<file path="config.mk">
export PLATFORM = sky130hd
export DESIGN_NAME = skew_counter
export DESIGN_NICKNAME = d
export VERILOG_FILES = /design/src/rtl/bislm_pkg.sv /design/src/rtl/skew_stamp_reg.sv /design/src/rtl/skew_counter.sv
export SDC_FILE = /design/constraint.sdc
export NUM_CORES = 1
export LEC_CHECK = 0
export BUFFER_PORTS_ARGS = -buffer_cell sky130_fd_sc_hd__buf_2
export CORE_ASPECT_RATIO = 0.5
export CORE_MARGIN = 5
export CORE_UTILIZATION = 56
export DETAILED_ROUTE_END_ITERATION = 8
export PLACE_DENSITY = 0.91
export SLEW_MARGIN = 30
export SYNTH_ARGS = -nofsm -noshare
export SYNTH_HDL_FRONTEND = slang
export SYNTH_SLANG_ARGS = --single-unit
</file>
<file path="constraint.sdc">
create_clock -name SC_CLK -period 2.9 [get_ports SC_CLK]
set_input_delay 0.435 -clock SC_CLK [delete_from_list [all_inputs] [get_ports SC_CLK]]
set_output_delay 0.435 -clock SC_CLK [all_outputs]
set_load 0.01 [all_outputs]
</file>
<file path="src/rtl/bislm_pkg.sv">
// Shared definitions for the skew measurement core: FSM state encoding,
// default widths, the saturation constant and the stamp-slice helper.
package bislm_pkg;

  localparam int N_CH_DEF  = 4;
  localparam int CNT_W_DEF = 8;
  localparam int CNT_MAX_DEF = (1 << CNT_W_DEF) - 1;

  typedef enum logic [1:0] {
    ST_IDLE  = 2'd0,
    ST_COUNT = 2'd1,
    ST_DONE  = 2'd2,
    ST_CLEAR = 2'd3
  } sc_state_t;

  // LSB position of channel ch inside the packed stamp bus.
  function automatic int stamp_lsb(input int ch, input int cnt_w);
    return ch * cnt_w;
  endfunction

endpackage

</file>
<file path="src/rtl/skew_stamp_reg.sv">
// One channel's arrival record: a captured flag plus the cycle stamp taken
// when the flag was set. Clear drops the flag only; the stamp stays visible.
module skew_stamp_reg #(
  parameter int CNT_W = 8
) (
  input  logic             i_clk,
  input  logic             i_rst,
  input  logic             i_clear,
  input  logic             i_capture,
  input  logic [CNT_W-1:0] i_val,
  output logic             o_captured,
  output logic [CNT_W-1:0] o_stamp
);

  logic             r_captured;
  logic [CNT_W-1:0] r_stamp;

  // Flag/stamp update; clear wins over capture.
  always_ff @(posedge i_clk) begin
    if (i_rst) begin
      r_captured <= 1'b0;
      r_stamp    <= '0;
    end else if (i_clear) begin
      r_captured <= 1'b0;
    end else if (i_capture) begin
      r_captured <= 1'b1;
      r_stamp    <= i_val;
    end
  end

  assign o_captured = r_captured;
  assign o_stamp    = r_stamp;

endmodule

</file>
<file path="src/rtl/skew_counter.sv">
// Arrival-skew measurement core. Timestamps each latched channel relative to
// the first arrival, hands the result downstream over valid/ready, then holds
// the latch stage in reset until every flag reads back low.
// Optional feature macro: SKEW_MAXHOLD_EN adds SC_SKEW_MAX, the largest skew
// transferred since reset.
module skew_counter
  import bislm_pkg::*;
#(
  parameter int N_CH  = N_CH_DEF,
  parameter int CNT_W = CNT_W_DEF
) (
  input  logic                  SC_CLK,
  input  logic                  SC_RST,
  input  logic [N_CH-1:0]       SC_Q,
  input  logic                  SC_READY,
  output logic                  SC_VALID,
  output logic [CNT_W-1:0]      SC_SKEW,
  output logic [N_CH*CNT_W-1:0] SC_STAMP,
  output logic [N_CH-1:0]       SC_MISS,
  output logic                  SC_TIMEOUT,
  output logic                  SC_LN_RST,
`ifdef SKEW_MAXHOLD_EN
  output logic [CNT_W-1:0]      SC_SKEW_MAX,
`endif
  output logic                  SC_BUSY
);

  localparam logic [CNT_W-1:0] CNT_MAX = '1;

  sc_state_t        r_state;
  logic [CNT_W-1:0] r_cnt;
  logic [CNT_W-1:0] r_skew;
  logic [N_CH-1:0]  r_miss;
  logic             r_timeout;
  logic             r_valid;
  logic             r_ln_rst;
  logic             r_busy;

  sc_state_t        w_state_nxt;
  logic [CNT_W-1:0] w_cnt_nxt;
  logic [CNT_W-1:0] w_skew_nxt;
  logic [N_CH-1:0]  w_miss_nxt;
  logic             w_timeout_nxt;
  logic             w_valid_nxt;
  logic             w_ln_rst_nxt;
  logic [N_CH-1:0]  w_cap;
  logic [N_CH-1:0]  w_clr;
  logic [CNT_W-1:0] w_stamp_val;
  logic [N_CH-1:0]  w_captured;
  logic [N_CH-1:0]  w_seen;
  logic             w_xfer;

  assign w_seen = w_captured | SC_Q;
  assign w_xfer = (r_state == ST_DONE) && r_valid && SC_READY;

  // Next-state and next-output decode for the measurement FSM.
  always_comb begin
    // NOTE: every signal written here gets a default first so no latch is inferred.
    w_state_nxt   = r_state;
    w_cnt_nxt     = r_cnt;
    w_skew_nxt    = r_skew;
    w_miss_nxt    = r_miss;
    w_timeout_nxt = r_timeout;
    w_valid_nxt   = r_valid;
    w_ln_rst_nxt  = r_ln_rst;
    w_cap         = '0;
    w_clr         = '0;
    w_stamp_val   = r_cnt;

    unique case (r_state)
      ST_IDLE: begin
        w_cnt_nxt = '0;
        if (|SC_Q) begin
          // First arrivals define time zero; idle channels start unseen.
          w_cap       = SC_Q;
          w_clr       = ~SC_Q;
          w_stamp_val = '0;
          w_cnt_nxt   = CNT_W'(1);
          if (&SC_Q) begin
            w_skew_nxt  = '0;
            w_valid_nxt = 1'b1;
            w_state_nxt = ST_DONE;
          end else begin
            w_state_nxt = ST_COUNT;
          end
        end
      end

      ST_COUNT: begin
        w_cap = SC_Q & ~w_captured;
        if (&w_seen) begin
          w_skew_nxt  = r_cnt;
          w_valid_nxt = 1'b1;
          w_state_nxt = ST_DONE;
        end else if (r_cnt == CNT_MAX) begin
          // r_cnt is already CNT_MAX, so every unseen channel is stamped with it.
          w_cap         = ~w_captured;
          w_timeout_nxt = 1'b1;
          w_skew_nxt    = CNT_MAX;
          w_miss_nxt    = ~w_seen;
          w_valid_nxt   = 1'b1;
          w_state_nxt   = ST_DONE;
        end else begin
          w_cnt_nxt = r_cnt + 1'b1;
        end
      end

      ST_DONE: begin
        if (w_xfer) begin
          w_valid_nxt  = 1'b0;
          w_ln_rst_nxt = 1'b1;
          w_state_nxt  = ST_CLEAR;
        end
      end

      ST_CLEAR: begin
        // Latch reset is registered and set has priority, so wait for all-zero.
        if (SC_Q == '0) begin
          w_ln_rst_nxt  = 1'b0;
          w_timeout_nxt = 1'b0;
          w_miss_nxt    = '0;
          w_cnt_nxt     = '0;
          w_clr         = '1;
          w_state_nxt   = ST_IDLE;
        end
      end

      default: w_state_nxt = ST_CLEAR;
    endcase
  end

  // State and registered-output update; reset forces CLEAR to flush stale latches.
  always_ff @(posedge SC_CLK) begin
    // NOTE: non-blocking assignments so every register samples pre-edge values.
    if (SC_RST) begin
      r_state   <= ST_CLEAR;
      r_cnt     <= '0;
      r_skew    <= '0;
      r_miss    <= '0;
      r_timeout <= 1'b0;
      r_valid   <= 1'b0;
      r_ln_rst  <= 1'b1;
      r_busy    <= 1'b1;
    end else begin
      r_state   <= w_state_nxt;
      r_cnt     <= w_cnt_nxt;
      r_skew    <= w_skew_nxt;
      r_miss    <= w_miss_nxt;
      r_timeout <= w_timeout_nxt;
      r_valid   <= w_valid_nxt;
      r_ln_rst  <= w_ln_rst_nxt;
      r_busy    <= (w_state_nxt != ST_IDLE);
    end
  end

  for (genvar g = 0; g < N_CH; g++) begin : g_ch
    localparam int LSB = stamp_lsb(g, CNT_W);

    skew_stamp_reg #(.CNT_W(CNT_W)) u_stamp (
      .i_clk      (SC_CLK),
      .i_rst      (SC_RST),
      .i_clear    (w_clr[g]),
      .i_capture  (w_cap[g]),
      .i_val      (w_stamp_val),
      .o_captured (w_captured[g]),
      .o_stamp    (SC_STAMP[LSB +: CNT_W])
    );
  end

`ifdef SKEW_MAXHOLD_EN
  logic [CNT_W-1:0] r_skew_max;

  // Running maximum of transferred skews; only reset clears it.
  always_ff @(posedge SC_CLK) begin
    if (SC_RST) begin
      r_skew_max <= '0;
    end else if (w_xfer && (r_skew > r_skew_max)) begin
      r_skew_max <= r_skew;
    end
  end

  assign SC_SKEW_MAX = r_skew_max;
`endif

  assign SC_VALID   = r_valid;
  assign SC_SKEW    = r_skew;
  assign SC_MISS    = r_miss;
  assign SC_TIMEOUT = r_timeout;
  assign SC_LN_RST  = r_ln_rst;
  assign SC_BUSY    = r_busy;

endmodule

</file>
# Yosys cells after proc, flatten, opt, wreduce, memory -nomap -nowiden
# Index checks and enable logic that the tools add are counted.
totals:
  output_inout_bits: 48
  input_bits: 7
  elab_cells: 105
  reg_bits: 62
op_classes:
  n_mux: 41
  eq_ne: 12
  addsub: 1
  bitwise_logic: 9
  reduce_logical: 26
op_table:
  columns: ["cell", "count"]
  rows:
  - ["2-to-1 mux 8 bit", 9]
  - ["2-to-1 mux 4 bit", 8]
  - ["one-hot mux 4 bit (2 select lines)", 3]
  - ["one-hot mux 8 bit (3 select lines)", 1]
  - ["AND reduction 4 bit", 5]
  - ["one-hot mux 8 bit (2 select lines)", 1]
  - ["!= test 2 bit, second input constant", 7]
  - ["2-to-1 mux 2 bit", 6]
  - ["inverter 4 bit", 3]
  - ["2-to-1 mux 1 bit", 9]
  - ["adder 8 x 1 -> 8 bit, second input constant", 1]
  - ["== test 8 bit, second input constant", 1]
  - ["one-hot mux 2 bit (4 select lines)", 1]
  - ["AND reduction 2 bit", 4]
  - ["nonzero test 2 bit", 4]
  - ["OR reduction 2 bit", 4]
  - ["nonzero test 3 bit", 2]
  - ["AND reduction 5 bit", 1]
  - ["AND 4 bit", 1]
  - ["== test 2 bit, second input constant", 2]
  - ["zero test 4 bit", 1]
  - ["inverter 1 bit", 4]
  - ["OR 4 bit", 1]
  - ["one-hot mux 1 bit (2 select lines)", 2]
  - ["other kinds (7)", 8]

# Logic depth before layout (Yosys ltp)
# Gate-level depths: netlist of the first run.
depth:
  ltp_word: 6
  depth_mapped: 8
  ltp_nobuf: 6

# Modules after synthesis
# Synthesis of the first run repeated with hierarchy kept, for this count alone.
unflattened:
  cells_unflattened: 353
  hier_area_um2: 3206.8
modules_own_cells:
  columns: ["module", "cells_per_inst", "seq_area_each_um2", "instances", "area_per_inst_um2"]
  rows:
  - ["skew_stamp_reg", 37, 180.2, 4, 402.9]
  - ["skew_counter", 205, 520.5, 1, 1595.3]

# Worst setup path before layout of the first run
# OpenSTA, ideal clock, no wires.
synth_path:
  path_type: "input port to flip-flop"
  from: "input SC_Q[0]"
  to: "register g_ch[1].u_stamp.r_stamp[0]"
  stages: 6
  path_slack_ns: 0.710
  arrival_ns: 2.118
  setup_time_ns: 0.072
  t_required_ns: 2.828
  path_cell_list: "buf_4 -> or4_1 -> buf_6 -> mux2i_4 -> a221oi_4 -> mux2i_1"
synth_between:
  elab_chain_cells: 5
synth_rtl:
  columns: ["item", "line_no", "text"]
  rows:
  - ["from (decl)", "skew_counter.sv:14", "input logic [N_CH-1:0] SC_Q,"]
  - ["OR 4 bit (tied with other cells)", "skew_counter.sv:53", "assign w_seen = w_captured | SC_Q;"]
  - ["AND reduction 4 bit (tied with other cells)", "skew_counter.sv:91", "if (&w_seen) begin"]
  - ["2-to-1 mux 4 bit / one-hot mux 4 bit (2 select lines) (equally long branches)", "skew_counter.sv:91, skew_counter.sv:70", null]
  - ["one-hot mux 4 bit (2 select lines) / inverter 1 bit (equally long branches)", null, null]
  - ["AND reduction 2 bit (no line)", null, null]
  - ["to (signal assigned)", "skew_stamp_reg.sv:27", "r_stamp <= i_val;"]
  - ["to (decl)", "skew_stamp_reg.sv:16", "logic [CNT_W-1:0] r_stamp;"]
# Parallel ways exist; a longest one is shown, timed or not.
# A chain may end at the register's enable or synchronous reset.

# Worst setup path in the final report of the first run
layout_path:
  from: "register r_cnt[1]"
  to: "register r_skew[4] (netlist: SC_SKEW[4])"
layout_between:
  elab_chain_cells: 3
layout_rtl:
  columns: ["item", "line_no", "text"]
  rows:
  - ["from (decl)", "skew_counter.sv:31", "logic [CNT_W-1:0] r_cnt;"]
  - ["from (signal assigned)", "skew_counter.sv:146", "r_cnt <= w_cnt_nxt;"]
  - ["== test 8 bit", "skew_counter.sv:95", "end else if (r_cnt == CNT_MAX) begin"]
  - ["!= test 3 bit (no line)", null, null]
  - ["AND reduction 4 bit (no line)", null, null]
  - ["to (signal assigned)", "skew_counter.sv:147", "r_skew <= w_skew_nxt;"]
  - ["to (decl)", "skew_counter.sv:32", "logic [CNT_W-1:0] r_skew;"]
# No other way between the ends.

==> results.json, run 1 <==
{
  "drv_cap": 0,
  "dieWidth_um": 116,
  "gr-total-overflow": 0,
  "dp.cells": 436,
  "drt_wl_total_mm": 8.72,
  "hold_viol": 0,
  "drc": 0,
  "finalSetupTns_ns": 0,
  "synth_area_um2": 3140,
  "fin_nets": 387,
  "synth_cell_types": 56,
  "fin_crit_sh": 0.926,
  "cts.sinks": 62,
  "synth_edf_count": 0,
  "routabilityCongestion": 0.883,
  "core-area_um2": 5470,
  "worst-path-max-fanout": 11,
  "grt_max_degree": 41,
  "ys_seq_area_frac": 0.395,
  "synthesis.nets": 336,
  "cts_tree": "yes",
  "num_vias": 2857,
  "grt_pass1_wl_mm": 14.4,
  "post_cts_buffers": 0,
  "arrival_ns": 2.91,
  "synth-async-reset-ratio": 0,
  "syn_area_per_cell_um2": 9.72,
  "synth_common_cells": "nand2_1, dfxtp_1, mux2i_1",
  "port_buffers": 54,
  "rsz0062_at_grt": "no",
  "path_clk_slew_ns": 0.05,
  "hold_class": "flip-flop to flip-flop",
  "drtIter0Drc": 314,
  "ys_ff_latch": 62,
  "ys.flop_type": "dfxtp_1",
  "clockBufferDepth": 2,
  "floorplan.rows": 19,
  "skew_ns": 0.00512,
  "setup_violations": 0,
  "relSlewSlack": 0.403,
  "firstDrtPassIters": 5,
  "nFillCells": 353,
  "crit_path_end_kind": "flip-flop",
  "crit_type": "flip-flop to flip-flop",
  "finalMaxSlewViolations": 0,
  "initial_core_util": 0.574,
  "area_delta_synth_final_pct": 19.1,
  "status": "finished clean",
  "cts_resized": 0,
  "die_h_um": 63.0,
  "power_leakage_nw": 1.45,
  "numCtsBuffers": 9,
  "synth.area.top_cells": "dfxtp_1, mux2i_1, nand2_1",
  "syn_inst": 323,
  "synth_area_leader_cell": "dfxtp_1",
  "min_period_ns": 2.69,
  "irDropWorstVdd_uv": 553,
  "yosysWarnings": 0,
  "powerDensity_nw_per_um2": 831,
  "clkLatencyLatePin_ns": 0.33,
  "grt_usage": 0.252,
  "required_ns": 3.13,
  "synth_top_area_share": 0.395,
  "worst_slew_pin_slew_ns": 0.895,
  "hpwl_mm": 5.60,
  "ant_nets": 0,
  "startpoint_type": "flip-flop",
  "postCtsHoldBufs": 0,
  "layout-drive-gt1-share": 0.267,
  "ioPinCount": 55,
  "yosysMostFrequentCell": "nand2_1",
  "via_per_inst": 6.33,
  "final_cells": 451,
  "wl_per_cell_um": 19.3,
  "p_total_w": 0.00311,
  "die-area_um2": 7300,
  "max_freq_mhz": 372,
  "htreeDepth": 3,
  "root_buffer": "clkbuf_16",
  "antenna_found_initial": 0,
  "diodes": 0,
  "grt_pass1_vias": 2818
}
[critical path, cell delays in order, from the launching register on]
cell     delay (ns)
dfxtp_1        0.49
ha_1           0.34
nand3_1        0.13
o22ai_1        0.71
nand3_1        0.50
o32ai_1        0.41
[worst paths after layout]
path	cells after the start	startpoint	end	slack, ns
max	5	r_cnt[1]	SC_SKEW[4]	0.21
min	2	g_ch[1].u_stamp.o_stamp[1]	g_ch[1].u_stamp.o_stamp[1]	0.45
max reg2reg	5	r_cnt[1]	SC_SKEW[4]	0.21
min reg2reg	2	g_ch[1].u_stamp.o_stamp[1]	g_ch[1].u_stamp.o_stamp[1]	0.45
[layout make-up]
class	instances	area [µm²]	share of cell area
inverter	11	41.3	0.0110
clock inverter	5	60.1	0.0161
timing repair buffer	63	338	0.0903
clock buffer	10	239	0.0639
tap	73	91.3	0.0244
multi-input combinational	227	1730	0.463
sequential	62	1240	0.332
[routing by layer]
metal | part of all wire | up-vias | track usage
met5 | 0 | - | 0
met1 | 0.39 | 1317 | 0.301
met4 | 0.052 | 0 | 0.145
met3 | 0.10 | 58 | 0.0870
met2 | 0.46 | 213 | 0.390
li1 | - | 1269 | -
[cell families (layout without fill, tap and decap cells)]
| group | after synthesis | count (layout) | synth area share |
|---|---|---|---|
| fa+ha+maj | 6 | 6 | 0.0239 |
| buf+inv | 34 | 89 | 0.0538 |
| flops | 62 | 62 | 0.395 |
| mux | 46 | 46 | 0.159 |
| simple gates | 115 | 115 | 0.179 |
| compound gates | 60 | 60 | 0.190 |
[layout by cell type, fill, tap and decap left out, types with 5 or more instances in the layout]
| cell | netlist | final |
|---|---|---|
| nor2_1 | 12 | 12 |
| nand2b_1 | 9 | 9 |
| buf_2 | 7 | 54 |
| nand2_1 | 66 | 66 |
| dfxtp_1 | 62 | 62 |
| mux2i_1 | 43 | 43 |
| or4_1 | 5 | 5 |
| inv_1 | 11 | 11 |
| o21ai_0 | 6 | 6 |
| nand3_1 | 6 | 6 |
| ha_1 | 6 | 6 |
| buf_4 | 4 | 9 |
| clkbuf_16 | 0 | 9 |
| o32ai_1 | 8 | 8 |
| a21oi_1 | 7 | 7 |
[power breakdown]
part,total [W],switching [W],internal (W)
clock,0.00107,0.000389,0.000682
combinational,0.00104,0.000637,0.000402
sequential,0.00100,0.0000826,0.000917
total,0.00311,0.00111,0.00200
[metrics by stage]
stage	setup WS, ns	instance area [µm²]	utilization	hold slack (ns)
2_1_floorplan	0.710	3140	-	0.476
3_5_place_dp	0.304	3440	0.630	0.444
4_1_cts	0.352	3740	0.684	0.457
6_report	0.215	3740	0.684	0.453
3_3_place_gp	0.399	3440	0.630	0.437
5_1_grt	0.0257	3740	0.684	0.466
[registers in the layout, indices dropped and copies added, names as in the netlist]
| register | cells |
|---|---|
| SC_LN_RST | 1 |
| SC_SKEW | 8 |
| SC_BUSY | 1 |
| SC_TIMEOUT | 1 |
| r_state | 2 |
| g_ch.u_stamp.o_stamp | 32 |
| g_ch.u_stamp.o_captured | 4 |
| SC_MISS | 4 |
| r_cnt | 8 |
| SC_VALID | 1 |
Note: power is estimated with default switching activity, not from simulation.
==> inputs of run 2 (changes only) <==
--- a/config.mk
+++ b/config.mk
@@ -11,5 +11,5 @@
 export CORE_UTILIZATION = 56
 export DETAILED_ROUTE_END_ITERATION = 8
-export PLACE_DENSITY = 0.91
+export PLACE_DENSITY = 0.87
 export SLEW_MARGIN = 30
 export SYNTH_ARGS = -nofsm -noshare
==> constraint.sdc (replaced) <==
create_clock -name SC_CLK -period 2.9 [get_ports SC_CLK]
set_input_delay 0.435 -clock SC_CLK [delete_from_list [all_inputs] [get_ports SC_CLK]]
set_output_delay 0.435 -clock SC_CLK [all_outputs]
set_load 0.05 [all_outputs]
==> run 2 against run 1 <==
Net effect: core utilization is 0.16 points higher; global-route usage shrank 0.87 points; via count shrank 4.4%; clock power barely moved; final area grew 0.23%; worst hold slack worse by 0.0043 ns; sequential share of layout area fell by 0.078 points; critical path type unchanged.
==> results.json, run 2 (synthesis gave the netlist of run 1 again) <==
{
  "max_stage_delay_ns": 0.57,
  "num_vias": 2730,
  "cts.sinks": 62,
  "die_h_um": 63.0,
  "worst_slew_pin_slew_ns": 0.663,
  "routed-wl-met3_um": 612,
  "min_period_ns": 2.42,
  "crit_path_end_kind": "flip-flop",
  "layout-drive-gt1-share": 0.269,
  "powerDensity_nw_per_um2": 855,
  "skew_ns": 0.00774,
  "crit_type": "flip-flop to flip-flop",
  "clkLatencyLatePin_ns": 0.34,
  "area_delta_synth_final_pct": 19.4,
  "grt_max_degree": 38,
  "floorplan.rows": 19,
  "initial_core_util": 0.574,
  "grt_usage": 0.243,
  "diodes": 0,
  "p_clk_frac": 0.344,
  "max_freq_mhz": 413,
  "nFillCells": 389,
  "setup_slack_ns": 0.480,
  "hold_class": "input pin to flip-flop",
  "antenna_found_initial": 0,
  "worstPathCellList": "inv_1 > ha_1 > o2111ai_4 > a221oi_4 > buf_4 > mux2i_1",
  "combPwrFrac": 0.345,
  "routed.top_layer": "met4",
  "startpoint_type": "flip-flop",
  "drt_wl_total_mm": 8.13,
  "fin_nets": 387,
  "hold_viol": 0,
  "via_per_inst": 6.04,
  "dieWidth_um": 116,
  "multi_input_area_um2": 1730,
  "placed_area_um2": 3440,
  "arrival_ns": 2.68,
  "finalSetupTns_ns": 0,
  "postCtsHoldBufs": 0,
  "power.switching_w": 0.00120,
  "cts_resized": 0,
  "cts_tree": "yes",
  "irDropWorstVdd_uv": 429,
  "clockBufferDepth": 2,
  "routabilityCongestion": 0.890,
  "rsz0062_at_grt": "no",
  "ioPinCount": 55,
  "p_sw_frac": 0.375,
  "grt_pass1_vias": 2797,
  "wl_met2_mm": 3.94,
  "regArea_um2": 1240,
  "numCtsBuffers": 9,
  "hpwl_mm": 5.53,
  "pwr-share-seq": 0.311,
  "internal_power_w": 0.00200,
  "layout_commonest_cell": "nand2_1",
  "firstDrtPassIters": 5,
  "post_cts_buffers": 0,
  "finalMaxSlewViolations": 0,
  "worst-path-max-fanout": 16,
  "die-area_um2": 7300,
  "drv_cap": 0,
  "final_area_um2": 3750,
  "gr-total-overflow": 0,
  "wl_per_cell_um": 18.0,
  "cpMaxStageDelayCell": "ha_1",
  "setup_violations": 0,
  "relSlewSlack": 0.558,
  "path_clk_slew_ns": 0.06,
  "root_buffer": "clkbuf_16",
  "status": "finished clean",
  "power_leakage_nw": 1.46,
  "required_ns": 3.16,
  "drtIter0Drc": 259,
  "wl_met1_mm": 3.44,
  "htreeDepth": 3,
  "largest_register_ffs": 32,
  "grt_pass1_wl_mm": 14.0,
  "final_cell_mix": "nand2_1, dfxtp_1, buf_2",
  "place_ws_ns": 0.382,
  "port_buffers": 54,
  "fin_crit_sh": 0.835,
  "drc": 0,
  "ant_nets": 0,
  "core-area_um2": 5470
}
==> run 2: cell count changes in the layout (fill, tap and decap cells not counted), sizes merged <==
cell	before	now
inv	11	13
clkinv	0	2
clkinvlp	4	2
clkbuf	10	9
==> run 2: power groups by stage <==
stage	combinational [W]	sequential, W	clock [W]
after floorplan	0.000755	0.00110	0
after global placement	0.00104	0.00101	0
after detailed placement	0.00108	0.00101	0
after CTS	0.00109	0.000995	0.00111
after global routing	0.00119	0.00100	0.00117
final	0.00111	0.000997	0.00110
==> run 2: metal layers <==
layer	global-route usage	vias to the layer above
met3	0.0764	17
met4	0.0767	0
met2	0.388	129
met1	0.312	1311
li1	-	1273
met5	0	-
==> run 2: path summary, 6_finish.rpt <==
| kind | start | endpoint | slack, ns | depth (start not counted) |
|---|---|---|---|---|
| hold reg to reg | g_ch[1].u_stamp.o_stamp[0] | g_ch[1].u_stamp.o_stamp[0] | 0.46 | 2 |
| hold / removal | SC_READY | SC_VALID | 0.45 | 3 |
| setup / recovery | r_state[1] | g_ch[1].u_stamp.o_stamp[6] | 0.48 | 6 |
| setup reg to reg | r_state[1] | g_ch[1].u_stamp.o_stamp[6] | 0.48 | 6 |
==> run 2: cell type report <==
class	count	share of cell area
multi-input cells	227	0.461
flip-flops and latches	62	0.331
clock inverters	7	0.0220
inverters	11	0.0110
well taps	73	0.0244
clock buffers	9	0.0601
repair buffers	63	0.0901
==> run 2: metrics by stage <==
stage	power (W)	std cells	utilization	hold slack (ns)
2_1_floorplan	0.00186	323	-	0.477
3_3_place_gp	0.00205	436	0.630	0.438
3_5_place_dp	0.00209	436	0.630	0.445
4_1_cts	0.00319	452	0.686	0.441
5_1_grt	0.00336	452	0.686	0.468
6_report	0.00321	452	0.686	0.449
==> run 2: worst max-delay path, delay by kind of cell, from the launching register on <==
family | cells | cell delay [ns]
DFF | 1 | 0.36
adders and majority gates | 1 | 0.57
AOI/OAI and AO/OA | 2 | 0.83
buffers and inverters | 2 | 0.38
muxes | 1 | 0.20
==> inputs of run 3 (changes only) <==
ABC_AREA = 1   (was not set)
PLACE_DENSITY = 0.86   (was 0.87)
clock period = 2.25 ns   (was 2.9 ns; I/O delays follow)
==> run 3 against run 2 <==
Net effect: register-to-register slack worse by 0.17 ns; clock skew down 0.0023 ns; first-iteration DRC count up 5.4%; combinational power up 140%; sequential power up 54%; die area up 4.4%; highest routed layer unchanged; critical path type unchanged; setup slack worse by 0.17 ns; sequential share of layout area down 1.3 points; worst hold slack worse by 0.028 ns; largest power group unchanged.
==> results.json, run 3 <==
{
  "status": "finished clean",
  "clkLatencyLatePin_ns": 0.33,
  "final_cell_mix": "nand2_1, nor2_1, dfxtp_1",
  "drt_wl_total_mm": 8.36,
  "drc": 0,
  "crit_path_end_kind": "flip-flop",
  "grt_max_degree": 28,
  "path_clk_slew_ns": 0.05,
  "synth_area_um2": 3300,
  "wl_per_cell_um": 14.0,
  "syn_area_per_cell_um2": 6.96,
  "startpoint_type": "flip-flop",
  "hold_viol": 0,
  "ys_ff_latch": 62,
  "p_total_w": 0.00589,
  "synth.area.top_cells": "dfxtp_1, nand2_1, nor2_1",
  "post_cts_buffers": 0,
  "diodes": 0,
  "htreeDepth": 3,
  "worst-path-max-fanout": 17,
  "finalMaxSlewViolations": 0,
  "regArea_um2": 1240,
  "max_freq_mhz": 515,
  "postCtsHoldBufs": 0,
  "cts_resized": 0,
  "synth_cell_types": 29,
  "p_sw_frac": 0.448,
  "numCtsBuffers": 9,
  "grt_pass1_wl_mm": 14.3,
  "area_delta_synth_final_pct": 18.2,
  "combPwrFrac": 0.448,
  "ant_nets": 0,
  "yosysWarnings": 0,
  "finalSetupTns_ns": 0,
  "die-area_um2": 7610,
  "power_leakage_nw": 1.91,
  "grt_pass1_vias": 3118,
  "cts.sinks": 62,
  "p_clk_frac": 0.290,
  "port_buffers": 54,
  "fin_nets": 533,
  "ys.flop_type": "dfxtp_1",
  "layout_commonest_cell": "nand2_1",
  "min_period_ns": 1.94,
  "skew_ns": 0.00542,
  "nFillCells": 444,
  "synth_top_area_share": 0.376,
  "ioPinCount": 55,
  "fin_crit_sh": 0.863,
  "gr-total-overflow": 0,
  "relSlewSlack": 0.673,
  "rsz0062_at_grt": "no",
  "num_vias": 3250,
  "synth_edf_count": 0,
  "dieWidth_um": 119,
  "synth-async-reset-ratio": 0,
  "hold_class": "input pin to flip-flop",
  "power.switching_w": 0.00264,
  "floorplan.rows": 19,
  "antenna_found_initial": 0,
  "die_h_um": 64.3,
  "firstDrtPassIters": 5,
  "internal_power_w": 0.00325,
  "worst_slew_pin_slew_ns": 0.490,
  "routabilityCongestion": 0.885,
  "via_per_inst": 5.43,
  "multi_input_area_um2": 1770,
  "required_ns": 2.47,
  "ys_seq_area_frac": 0.376,
  "cts_tree": "yes",
  "fin_util": 0.698,
  "core-area_um2": 5590,
  "syn_inst": 474,
  "drtIter0Drc": 273,
  "irDropWorstVdd_uv": 907,
  "arrival_ns": 2.16,
  "synth_common_cells": "nand2_1, nor2_1, dfxtp_1",
  "synth_area_leader_cell": "dfxtp_1",
  "initial_core_util": 0.590,
  "layout-drive-gt1-share": 0.217,
  "pwr-share-seq": 0.261,
  "hpwl_mm": 5.56,
  "drv_cap": 0,
  "synthesis.nets": 487,
  "crit_type": "flip-flop to flip-flop",
  "largest_register_ffs": 32,
  "grt_usage": 0.227,
  "clockBufferDepth": 2,
  "root_buffer": "clkbuf_16",
  "yosysMostFrequentCell": "nand2_1",
  "powerDensity_nw_per_um2": 1510,
  "setup_violations": 0
}
-- run 3: cell count changes after synthesis, moves of 15 or more --
cell,delta
nand2_1,+43
nand3_1,+40
inv_1,+15
a21oi_1,+41
nor2_1,+64
mux2i_1,-43
-- run 3: area by class of cell --
class                      count  share of cell area
sequential                    62               0.318
clock buffer                  10              0.0613
clock inverter                 6              0.0340
tap                           73              0.0234
inverter                      36              0.0347
multi-input combinational    354               0.453
timing repair buffer          57              0.0751
-- run 3: path summary, 6_finish.rpt --
path                            cells after the start                         end  slack (ns)        from
worst max-delay path                                8  g_ch[2].u_stamp.o_stamp[5]        0.31  r_state[1]
worst max register to register                      8  g_ch[2].u_stamp.o_stamp[5]        0.31  r_state[1]
worst min-delay path                                4                  SC_MISS[2]        0.42     SC_Q[2]
worst min register to register                      2                  SC_MISS[1]        0.46  SC_MISS[1]
-- run 3: critical path, stage by stage, from the launching register on --
cell     delay, ns
dfxtp_1       0.42
inv_1         0.11
ha_1          0.22
inv_2         0.21
nor2_1        0.10
o21ai_0       0.31
nand2_4       0.20
a21oi_1       0.19
nor2_1        0.07
-- run 3: kinds of logic (layout without fill, tap and decap cells) --
group                    count (synthesis)  count (layout)  share of synthesized area
buffers and inverters                   58             109                     0.0880
AO/OA/AOI/OAI                           68              68                      0.106
XOR/XNOR                                 3               3                    0.00797
AND/OR/NAND/NOR                        277             277                      0.399
adder cells (fa/ha/maj)                  6               6                     0.0228
flip-flops                              62              62                      0.376
-- run 3: layer usage --
metal | vias up | global-route usage | share of wire
met5 | - | 0 | 0
met4 | 0 | 0.105 | 0.017
met3 | 17 | 0.0617 | 0.078
met2 | 112 | 0.375 | 0.46
met1 | 1496 | 0.280 | 0.44
li1 | 1625 | - | -
-- run 3: power groups by stage --
stage,registers [W],logic (W),clock network [W]
after global placement,0.00155,0.00256,0
after detailed placement,0.00155,0.00260,0
final,0.00154,0.00264,0.00171
after floorplan,0.00231,0.00140,0
after CTS,0.00154,0.00264,0.00171
after global routing,0.00157,0.00291,0.00177
-- run 3: stage by stage --
stage	setup WS [ns]	hold WS, ns	cell area, µm²	cells
2_1_floorplan	0.517	0.473	3300	474
5_1_grt	0.116	0.437	3900	598
4_1_cts	0.291	0.410	3900	598
3_5_place_dp	0.322	0.453	3530	582
3_3_place_gp	0.390	0.449	3530	582
6_report	0.309	0.420	3900	598
